**src/rtl/fnd_scan_driver.sv**
```systemverilog
`default_nettype none
// ============================================================================
//  Module   : fnd_scan_driver
//  Purpose  : Multiplexed 8-digit seven-segment (FND) scan driver. Follows an
//             external scan position, inserts inter-digit dead time on every
//             position change, decodes BCD to active-low segments, drives the
//             active-low digit commons, emits a per-frame pulse and applies
//             a frame-counted blink to masked digits.
//  Ports    : i_clk        - system clock, rising edge
//             i_rst_n      - asynchronous active-low reset
//             i_pos[2:0]   - scan position (7 down to 0, wraps to 7)
//             i_digits[31:0] - BCD digit k at [4k+3:4k]
//             i_dp[7:0]    - decimal point request per digit (1 = lit)
//             i_blink_mask[7:0] - 1 = digit k blinks
//             o_seg[6:0]   - active-low segments, bit0=a .. bit6=g
//             o_dp         - active-low decimal point
//             o_com[7:0]   - active-low one-hot digit common
//             o_frame      - one-cycle pulse per completed scan frame
//  Revision : 1.0 - initial release
// ============================================================================
module fnd_scan_driver #(
  parameter int BLANK_CYC    = 4,   // dead-time cycles, 0..255
  parameter int BLINK_FRAMES = 125  // frames per blink toggle, 1..65535
) (
  input  logic        i_clk,
  input  logic        i_rst_n,
  input  logic [2:0]  i_pos,
  input  logic [31:0] i_digits,
  input  logic [7:0]  i_dp,
  input  logic [7:0]  i_blink_mask,
  output logic [6:0]  o_seg,
  output logic        o_dp,
  output logic [7:0]  o_com,
  output logic        o_frame
);

  localparam logic [7:0]  c_BLANK      = 8'(BLANK_CYC);
  localparam logic [15:0] c_FRAME_LAST = 16'(BLINK_FRAMES - 1);
  localparam logic [6:0]  c_SEG_OFF    = 7'h7F;
  localparam logic [7:0]  c_COM_OFF    = 8'hFF;

  logic [2:0]  r_pos_q;
  logic [7:0]  r_blank_cnt;
  logic [15:0] r_frame_cnt;
  logic        r_blink_phase;
  logic [6:0]  r_seg;
  logic        r_dp;
  logic [7:0]  r_com;
  logic        r_frame;

  logic        w_change;
  logic        w_frame_evt;
  logic [3:0]  w_code;
  logic [6:0]  w_seg_dec;
  logic        w_blink_off;

  assign w_change    = (i_pos != r_pos_q);
  // A frame completes when the shifter wraps from position 0 back to 7.
  assign w_frame_evt = (r_pos_q == 3'd0) && (i_pos == 3'd7);
  assign w_code      = i_digits[{r_pos_q, 2'b00} +: 4];
  assign w_blink_off = i_blink_mask[r_pos_q] && r_blink_phase;

  // BCD to active-low gfedcba; non-decimal codes blank the segments.
  always_comb begin
    w_seg_dec = c_SEG_OFF;
    case (w_code)
      4'd0:    w_seg_dec = 7'h40;
      4'd1:    w_seg_dec = 7'h79;
      4'd2:    w_seg_dec = 7'h24;
      4'd3:    w_seg_dec = 7'h30;
      4'd4:    w_seg_dec = 7'h19;
      4'd5:    w_seg_dec = 7'h12;
      4'd6:    w_seg_dec = 7'h02;
      4'd7:    w_seg_dec = 7'h78;
      4'd8:    w_seg_dec = 7'h00;
      4'd9:    w_seg_dec = 7'h10;
      default: w_seg_dec = c_SEG_OFF;
    endcase
  end

  // Scan / dead-time control and output registers.
  always_ff @(posedge i_clk or negedge i_rst_n) begin
    if (!i_rst_n) begin
      r_pos_q     <= 3'b111;
      r_blank_cnt <= c_BLANK;
      r_com       <= c_COM_OFF;
      r_seg       <= c_SEG_OFF;
      r_dp        <= 1'b1;
    end else begin
      r_pos_q <= i_pos;
      if (w_change) begin
        // Any movement, even mid dead-time, restarts the blanking window.
        r_blank_cnt <= c_BLANK;
        r_com       <= c_COM_OFF;
        r_seg       <= c_SEG_OFF;
        r_dp        <= 1'b1;
      end else if (r_blank_cnt != 8'd0) begin
        r_blank_cnt <= r_blank_cnt - 8'd1;
        r_com       <= c_COM_OFF;
        r_seg       <= c_SEG_OFF;
        r_dp        <= 1'b1;
      end else begin
        r_com <= ~(8'b1 << r_pos_q);
        // Blinking digits keep their common driven so the scan duty is even.
        if (w_blink_off) begin
          r_seg <= c_SEG_OFF;
          r_dp  <= 1'b1;
        end else begin
          r_seg <= w_seg_dec;
          r_dp  <= ~i_dp[r_pos_q];
        end
      end
    end
  end

  // Frame pulse, frame counter and blink phase.
  always_ff @(posedge i_clk or negedge i_rst_n) begin
    if (!i_rst_n) begin
      r_frame       <= 1'b0;
      r_frame_cnt   <= 16'd0;
      r_blink_phase <= 1'b0;
    end else begin
      r_frame <= w_frame_evt;
      if (w_frame_evt) begin
        if (r_frame_cnt >= c_FRAME_LAST) begin
          r_frame_cnt   <= 16'd0;
          r_blink_phase <= ~r_blink_phase;
        end else begin
          r_frame_cnt <= r_frame_cnt + 16'd1;
        end
      end
    end
  end

  assign o_seg   = r_seg;
  assign o_dp    = r_dp;
  assign o_com   = r_com;
  assign o_frame = r_frame;

endmodule
`default_nettype wire

```
**config.mk**
```make
export PLATFORM = sky130hd
export DESIGN_NAME = fnd_scan_driver
export DESIGN_NICKNAME = d
export VERILOG_FILES = /design/src/rtl/fnd_scan_driver.sv
export SDC_FILE = /design/constraint.sdc
export NUM_CORES = 1
export LEC_CHECK = 0
export ABC_AREA = 1
export CAP_MARGIN = 30
export CORE_ASPECT_RATIO = 1.75
export CORE_MARGIN = 4
export CORE_UTILIZATION = 52
export DETAILED_ROUTE_END_ITERATION = 12
export PLACE_DENSITY = 0.86
export SLEW_MARGIN = 40
export SYNTH_ARGS = -nofsm -noshare
export SYNTH_HDL_FRONTEND = slang
export SYNTH_SLANG_ARGS = --single-unit
```
**constraint.sdc**
```tcl
create_clock -name i_clk -period 2.7 [get_ports i_clk]
set_input_delay 0.405 -clock i_clk [delete_from_list [all_inputs] [get_ports i_clk]]
set_output_delay 0.405 -clock i_clk [all_outputs]
set_load 0.02 [all_outputs]
```
* After elaboration in Yosys (flattened, before gate mapping)
Memories as Yosys holds them, arrays and structs flattened.
Cells that the tools add are included.
** Operators by class
- Bitwise operators :: 3
- Add/sub/neg operators :: 2
- Shifts and indexed selects :: 2
- Mux-type cells :: 15
- Reductions and logical operators :: 6
- Multipliers :: 0
- Divide/modulo/power cells :: 0
- Equal/unequal tests :: 2
- $lt $le $gt $ge :: 2
** Operators with widths (number)
- 8-bit two-way mux :: 4
- 32-bit by 6-bit variable part select with 4-bit output :: 1
- 7-bit two-way mux :: 3
- 16-bit by 1-bit adder with 16-bit output (second input constant) :: 1
- 16-bit by 7-bit greater-or-equal comparator with 1-bit output (second input constant) :: 1
- 16-bit two-way mux :: 1
- 8-bit NOT :: 1
- 8-bit nonzero test :: 1
- 1-bit by 3-bit left shift with 8-bit output (first input constant) :: 1
- 8-bit by 1-bit subtractor with 8-bit output (second input constant) :: 1
- 1-bit binary-select mux with 3-bit select :: 2
- 1-bit two-way mux :: 5
- 3-bit by 4-bit < comparator with 1-bit output (second input constant) :: 1
- 3-bit equality test (second input constant) :: 1
- 3-bit logical NOT :: 1
- 3-bit inequality test :: 1
- 1-bit logical AND :: 2
- 1-bit NOT :: 2
- 2-bit AND reduction :: 1
- 2-bit nonzero test :: 1
** Storage, ports and cells
- Bits in registers :: 45
- RAM bits :: 0
- Latch bits :: 0
- Word-level logic and storage cells :: 41
- Memories kept :: 1
- Output and inout bits :: 17
- Input port bits :: 53
- Memory bits (read-only) :: 112
** Memories
- (no name shown) :: words 16, width 7, read ports 1, clocked after Yosys merged registers in 0, write ports 0, line 66 : case (w_code)

* Logic depth before layout (Yosys ltp)
Gate-level depths: netlist (run 1).
- Word-level depth :: 6
- Gate-level depth with buffers :: 13
- Mapped depth without buffers :: 12

* Worst setup path after synthesis (run 1)
Ideal clock, no wire load.
- Kind :: register -> register
- Start :: register r_pos_q[0]
- End :: register r_seg[6], in the netlist o_seg[6]
- Stages on the path, launching flop included :: 14
- Data required time :: 2.617 ns
- Clock period less this slack :: 1.679 ns
- Arrival time :: 1.596 ns
- Slack :: 1.021 ns
- Path buffers :: 1
- Setup time :: 0.083 ns
- Cell sequence :: dfstp_2 -> inv_2 -> buf_6 -> nand2_1 -> nand2_1 -> nand2_1 -> nand3_1 -> nand2_1 -> inv_1 -> ha_1 -> inv_1 -> nand3_1 -> nand3_1 -> nand3_1
** On the way
- Cells in the longest elaborated chain, start to end :: 6
- Elaborated cells on any way between the ends :: 9
- Those cells by class :: 1 x eq/ne; 1 x shift; 5 x mux; 1 x reduce/logical; 1 x memory
** RTL lines
- start, declared :: line 42 : logic [2:0] r_pos_q;
- start signal, assigned :: line 90 : r_pos_q <= i_pos;
- parallel branches: the longest is 5 deep, another holds memory 16 x 7 bit
- 7-bit two-way mux (*) :: line 91 : if (w_change) begin
- end signal, assigned :: line 95 : r_seg <= c_SEG_OFF;
- end signal, assigned :: line 100 : r_seg <= c_SEG_OFF;
- end signal, assigned :: line 106 : r_seg <= c_SEG_OFF;
- end, declared :: line 46 : logic [6:0] r_seg;
Mark *: on every way between the ends. The select of a mux whose other input is x is not followed.
A chain may end at the register's enable or synchronous reset.

* Final worst setup path (run 1)
- Start :: register r_pos_q[0]
- End :: register r_seg[0], in the netlist o_seg[0]
The elaborated chain is that of the path after synthesis.

==> results of run 1 <==
cell type report:
| cell class | instances | share of cell area |
|---|---|---|
| inverter | 37 | 0.0424 |
| clock buffer | 6 | 0.0218 |
| timing repair buffer | 71 | 0.211 |
| sequential | 45 | 0.345 |
| clock inverter | 2 | 0.0116 |
| tap | 52 | 0.0195 |
| multi-input combinational | 231 | 0.349 |
cells in the mapped netlist (all sizes together):
cell | n | area [um^2]
nand3b | 2 | 15.0
nand4 | 4 | 25.0
o31ai | 4 | 30.0
a21oi | 4 | 20.0
buf | 7 | 46.3
dfrtp | 25 | 626
nor4 | 2 | 12.5
nor2 | 32 | 133
nor3 | 9 | 45.0
nand2 | 110 | 430
inv | 37 | 141
xnor2 | 5 | 51.3
o21ai | 6 | 33.8
ha | 8 | 100
o22ai | 1 | 6.26
nor3b | 1 | 7.51
xor2 | 6 | 52.6
and3 | 1 | 6.26
nand3 | 36 | 195
dfstp | 20 | 526
registers in the layout (all words and copies together), names as in the netlist:
signal,cells
r_blank_cnt,8
r_frame_cnt,16
r_pos_q,3
o_frame,1
o_dp,1
o_seg,7
o_com,8
r_blink_phase,1
worst register-to-register path: stages (launching register included):
cell	delay, ns
dfstp_2	0.60
buf_4	0.25
nand2_1	0.08
nand2_1	0.07
nand2_1	0.06
nand3_1	0.10
o21ai_2	0.11
ha_1	0.22
nand3b_1	0.15
nand3_1	0.13
nand3_1	0.10
final timing paths:
path,from,endpoint,slack (ns),depth (start not counted)
max in group asynchronous,i_rst_n,o_com[4],2.23,1
setup / recovery,r_pos_q[0],o_seg[0],0.76,10
hold / removal,i_rst_n,r_frame_cnt[13],0.08,1
min in group i_clk,r_blank_cnt[1],r_blank_cnt[1],0.49,2
hold reg to reg,r_blank_cnt[1],r_blank_cnt[1],0.49,2
setup reg to reg,r_pos_q[0],o_seg[0],0.76,10
metrics by stage:
stage                      util  std cells
after floorplan               -        320
after global placement    0.691        436
after detailed placement  0.691        436
after CTS                 0.715        444
after global routing      0.715        444
final                     0.715        444
routing by layer:
layer / global-route usage / routed length, um / vias up
met5: 0 / 0 / -
met1: 0.201 / 1980 / 1042
met3: 0.0245 / 315 / 20
met2: 0.433 / 3500 / 90
met4: 0.130 / 248 / 0
li1: - / - / 1148
cell families after synthesis:
| kind of cell | share of synthesized area |
|---|---|
| and+or+nand+nor | 0.347 |
| DFF | 0.460 |
| buffers and inverters | 0.0750 |
| AOI/OAI and AO/OA | 0.0360 |
| xor gates and xnor gates | 0.0415 |
| adders and majority gates | 0.0400 |
power breakdown:
part | leakage, uW | switching (uW) | internal [uW]
Clock | 0.0000554 | 224 | 278
Sequential | 0.000531 | 38.9 | 737
Combinational | 0.000988 | 189 | 160
==> run summary, run 1 <==
status -> finished clean
Post-CTS Setup Bufs -> 0
kind of critical path -> reg2reg
vias in the first global route -> 2388
DRC Markers -> 0
detailed-router iteration count before antenna repair -> 4
# diodes -> 0
worst slew pin tran -> 0.560 ns
crit-path cells -> buf_4, nand2_1, nand2_1, nand2_1, nand3_1, o21ai_2, ha_1, nand3b_1, nand3_1, nand3_1
layout cell share with drive strength beyond 1 -> 0.128
H-tree Lvls -> 2
cts hold-fix bufs -> 0
Routed wire per std cell -> 13.6 um
Slew Limit Headroom -> 0.625
Worst setup SP type -> flop
post-cts sizing count -> 0
worst vdd ir -> 0.000590 V
Reg clk slew, reported paths -> 0.08 ns
RSZ-0062 raised after global routing -> false
fillers -> 342
Top Ports -> 70
overall power -> 1630 uW
initial core utilization -> 0.536
post-DR vias/cell -> 5.18
Num CTS Buffers -> 5
Leak -> 0.00157 uW
post-route cell area -> 0.00334 mm^2
sequential cell area -> 0.00115 mm^2
post-synthesis sequential area ratio -> 0.460
synthesized net count -> 381
setup TNS -> 0 ns
largest net degree at the start of global routing -> 46
Final nets -> 452
# setup viols final -> 0
gr usage total -> 0.221
IO buf count -> 69
ANT nets after route -> 0
die area -> 0.00603 mm^2
1st-iter DRT viols -> 62
Final GP Congestion -> 0.875
Worst setup EP type -> flop
CORE AREA -> 0.00467 mm^2
DP HPWL -> 4.86 mm
number of max-cap violations -> 0
CTS tree -> done
placed instance area -> 0.00322 mm^2
most frequent cells in the layout -> 105 x nand2_1, 68 x clkdlybuf4s50_1, 33 x nand3_1
Hold Slack -> 0.0750 ns
area of the multi-input gates -> 0.00116 mm^2
row count -> 33
Pwr Density -> 487 mW/mm^2
Crit path max-delay family -> simple AND/OR/NAND/NOR gates
Max Buffers Root-to-Sink -> 2
Synth Instances -> 320
commonest non-fill, non-tap cell in the layout -> nand2_1
GRT Residual Overflow -> 0
unique cell type count in the Yosys netlist -> 30
Area Growth Syn to Fin -> 33.3%
Hold/Removal Path Class -> in2async
via count -> 2300
final worst path period share -> 0.717
Place WS -> 0.684 ns
drt total wl -> 6.04 mm
clk_lat worst skew -> 0.30 ns
crit-path max FO -> 20
Synth warnings -> 0
Clock Sinks -> 45
crit path time final -> 1.94 ns
clk root buf -> clkbuf_8
Mapped Area -> 0.00250 mm^2
initial antenna violation count -> 0
die width -> 60.4 um
number of synthesized register bits -> 45
Hold Vio Cnt, Final -> 0
Synth Area per Inst -> 7.82 um^2
Crit-path slowest cell -> dfstp_2
Req. time, crit path -> 2.92 ns
Die H -> 99.8 um
fin worst setup slack -> 0.765 ns
WP buf/inv -> 1
Final Slew Violations -> 0
crit-path max cell delay -> 0.60 ns
Critical Path AT -> 2.16 ns
global-route wire length before repair -> 10.0 mm
fmax -> 517 MHz
Worst Skew -> 0.00963 ns
(Power assumes the default switching activity.)
==> inputs of run 2 (changes only) <==
CORE_UTILIZATION = 43   (was 52)
PLACE_DENSITY = 0.76   (was 0.86)
clock period = 1.7 ns   (was 2.7 ns; I/O delays follow)
==> run summary, run 2 (synthesized netlist as in run 1, its figures left out) <==
status -> complete, but fails checks
failing checks -> negative setup slack
sequential cell area -> 0.00115 mm^2
fmax -> 571 MHz
GRT Residual Overflow -> 0
fin worst setup slack -> -0.0500 ns
CTS tree -> done
initial antenna violation count -> 0
via count -> 2418
Reg2Reg Depth -> 12
final worst path period share -> 1.03
Slew Limit Headroom -> 0.637
Hold/Removal Path Class -> in2async
Final GP Congestion -> 0.845
DP HPWL -> 4.94 mm
most frequent cells in the layout -> 98 x nand2_1, 58 x clkdlybuf4s50_1, 33 x buf_4
Clock Sinks -> 45
max reg flops -> 16
Worst setup SP type -> flop
Max Buffers Root-to-Sink -> 2
detailed-router iteration count before antenna repair -> 4
crit path time final -> 1.75 ns
Leak -> 0.00175 uW
layout cell share with drive strength beyond 1 -> 0.233
fillers -> 482
die width -> 65.7 um
number of max-cap violations -> 0
Worst R2R Start -> r_pos_q[0]
Final Slew Violations -> 0
DRC Markers -> 0
clk root buf -> clkbuf_8
Critical Path AT -> 1.97 ns
# diodes -> 0
Place WS -> -0.0527 ns
cts hold-fix bufs -> 0
crit-path max cell delay -> 0.63 ns
commonest non-fill, non-tap cell in the layout -> nand2_1
Top Ports -> 70
ANT nets after route -> 0
row count -> 36
worst vdd ir -> 0.000435 V
Crit path max-delay family -> simple AND/OR/NAND/NOR gates
global-route wire length before repair -> 10.4 mm
Die H -> 109 um
CP dominant cell by count -> nand2_1
Reg2Reg Setup Slack -> -0.05 ns
WP buf/inv -> 2
setup TNS -> -0.111 ns
worst slew pin tran -> 0.545 ns
Reg clk slew, reported paths -> 0.08 ns
Crit-path slowest cell -> dfstp_2
drt total wl -> 6.33 mm
Req. time, crit path -> 1.92 ns
Num CTS Buffers -> 5
Worst Skew -> 0.00936 ns
post-DR vias/cell -> 4.83
Pwr Density -> 725 mW/mm^2
Final nets -> 485
R2R Path End -> o_seg[5]
largest net degree at the start of global routing -> 46
Routed wire per std cell -> 12.6 um
die area -> 0.00715 mm^2
clk_lat worst skew -> 0.30 ns
H-tree Lvls -> 2
1st-iter DRT viols -> 65
IO buf count -> 69
CORE AREA -> 0.00563 mm^2
Worst setup EP type -> flop
# setup viols final -> 4
vias in the first global route -> 2473
crit-path max FO -> 12
kind of critical path -> reg2reg
Biggest register -> r_frame_cnt
crit-path cells -> inv_6, nand2_1, nand2_1, nand2_1, nand2_1, nand2_1, nand2_4, ha_1, inv_1, nand3_1, nand3_1, nand3_1
Area Growth Syn to Fin -> 50.1%
Hold Vio Cnt, Final -> 0
RSZ-0062 raised after global routing -> true
area of the multi-input gates -> 0.00127 mm^2
gr usage total -> 0.190
initial core utilization -> 0.444
[run 2: cell types whose count changed in the layout (fill, tap and decap cells not counted), moves of 3 or more]
cell,change
nand3_2,+5
buf_4,+30
dlymetal6s2s_1,+10
nand2_1,-7
nand3_1,-6
nand2_4,+4
nand2_2,+3
clkdlybuf4s50_1,-10
[run 2: cell type report]
cell class | count | share of cell area
repair buffers | 104 | 0.261
inverters | 37 | 0.0390
clock buffers | 7 | 0.0230
clock inverters | 1 | 0.00799
multi-input cells | 231 | 0.337
well taps | 76 | 0.0253
flip-flops and latches | 45 | 0.306
[run 2: how the worst max path moves through the flow]
stage,startpoint,to,cells past startpoint
after floorplan,r_pos_q[0],o_seg[6],13
after global placement,i_digits[28],o_seg[4],11
after detailed placement,r_pos_q[0],o_seg[3],10
after CTS,r_pos_q[0],o_seg[5],8
after global routing,r_pos_q[0],o_seg[5],12
final,r_pos_q[0],o_seg[5],12
[run 2: report_power, final]
group	total, uW	internal, uW	switching, uW
clock	830	479	351
sequential	1230	1170	56.3
combinational	668	327	342
[run 2: stage by stage]
stage          instance area [um^2]  cells  hold slack [ns]  total power (uW)  utilization
2_1_floorplan                  2500    320          -0.0406              1570            -
3_3_place_gp                   3450    486            0.355              1830        0.612
3_5_place_dp                   3450    486            0.361              1850        0.612
4_1_cts                        3670    500           0.0250              2730        0.652
5_1_grt                        3760    501           0.0646              2880        0.667
6_report                       3760    501           0.0151              2720        0.667
[run 2: routing by layer]
metal,vias up,GRT usage,share of wire
li1,1214,-,-
met2,72,0.378,0.58
met4,0,0.101,0.025
met1,1122,0.175,0.34
met3,10,0.0330,0.052
met5,-,0,0
[run 2: worst reg2reg max path, cell delays in order, from the launching register on]
cell and delay, ns:
dfstp_2 0.63, inv_6 0.08, nand2_1 0.06, nand2_1 0.05, nand2_1 0.08, nand2_1 0.06, nand2_1 0.10, nand2_4 0.08
ha_1 0.20, inv_1 0.05, nand3_1 0.10, nand3_1 0.10, nand3_1 0.09
[run 2: repair_timing]
item,4_1_cts,5_1_grt
pin swaps,6,2
resized for setup,18,21
endpoints found under the setup margin,6,27
gates cloned,1,0
setup buffers,5,1
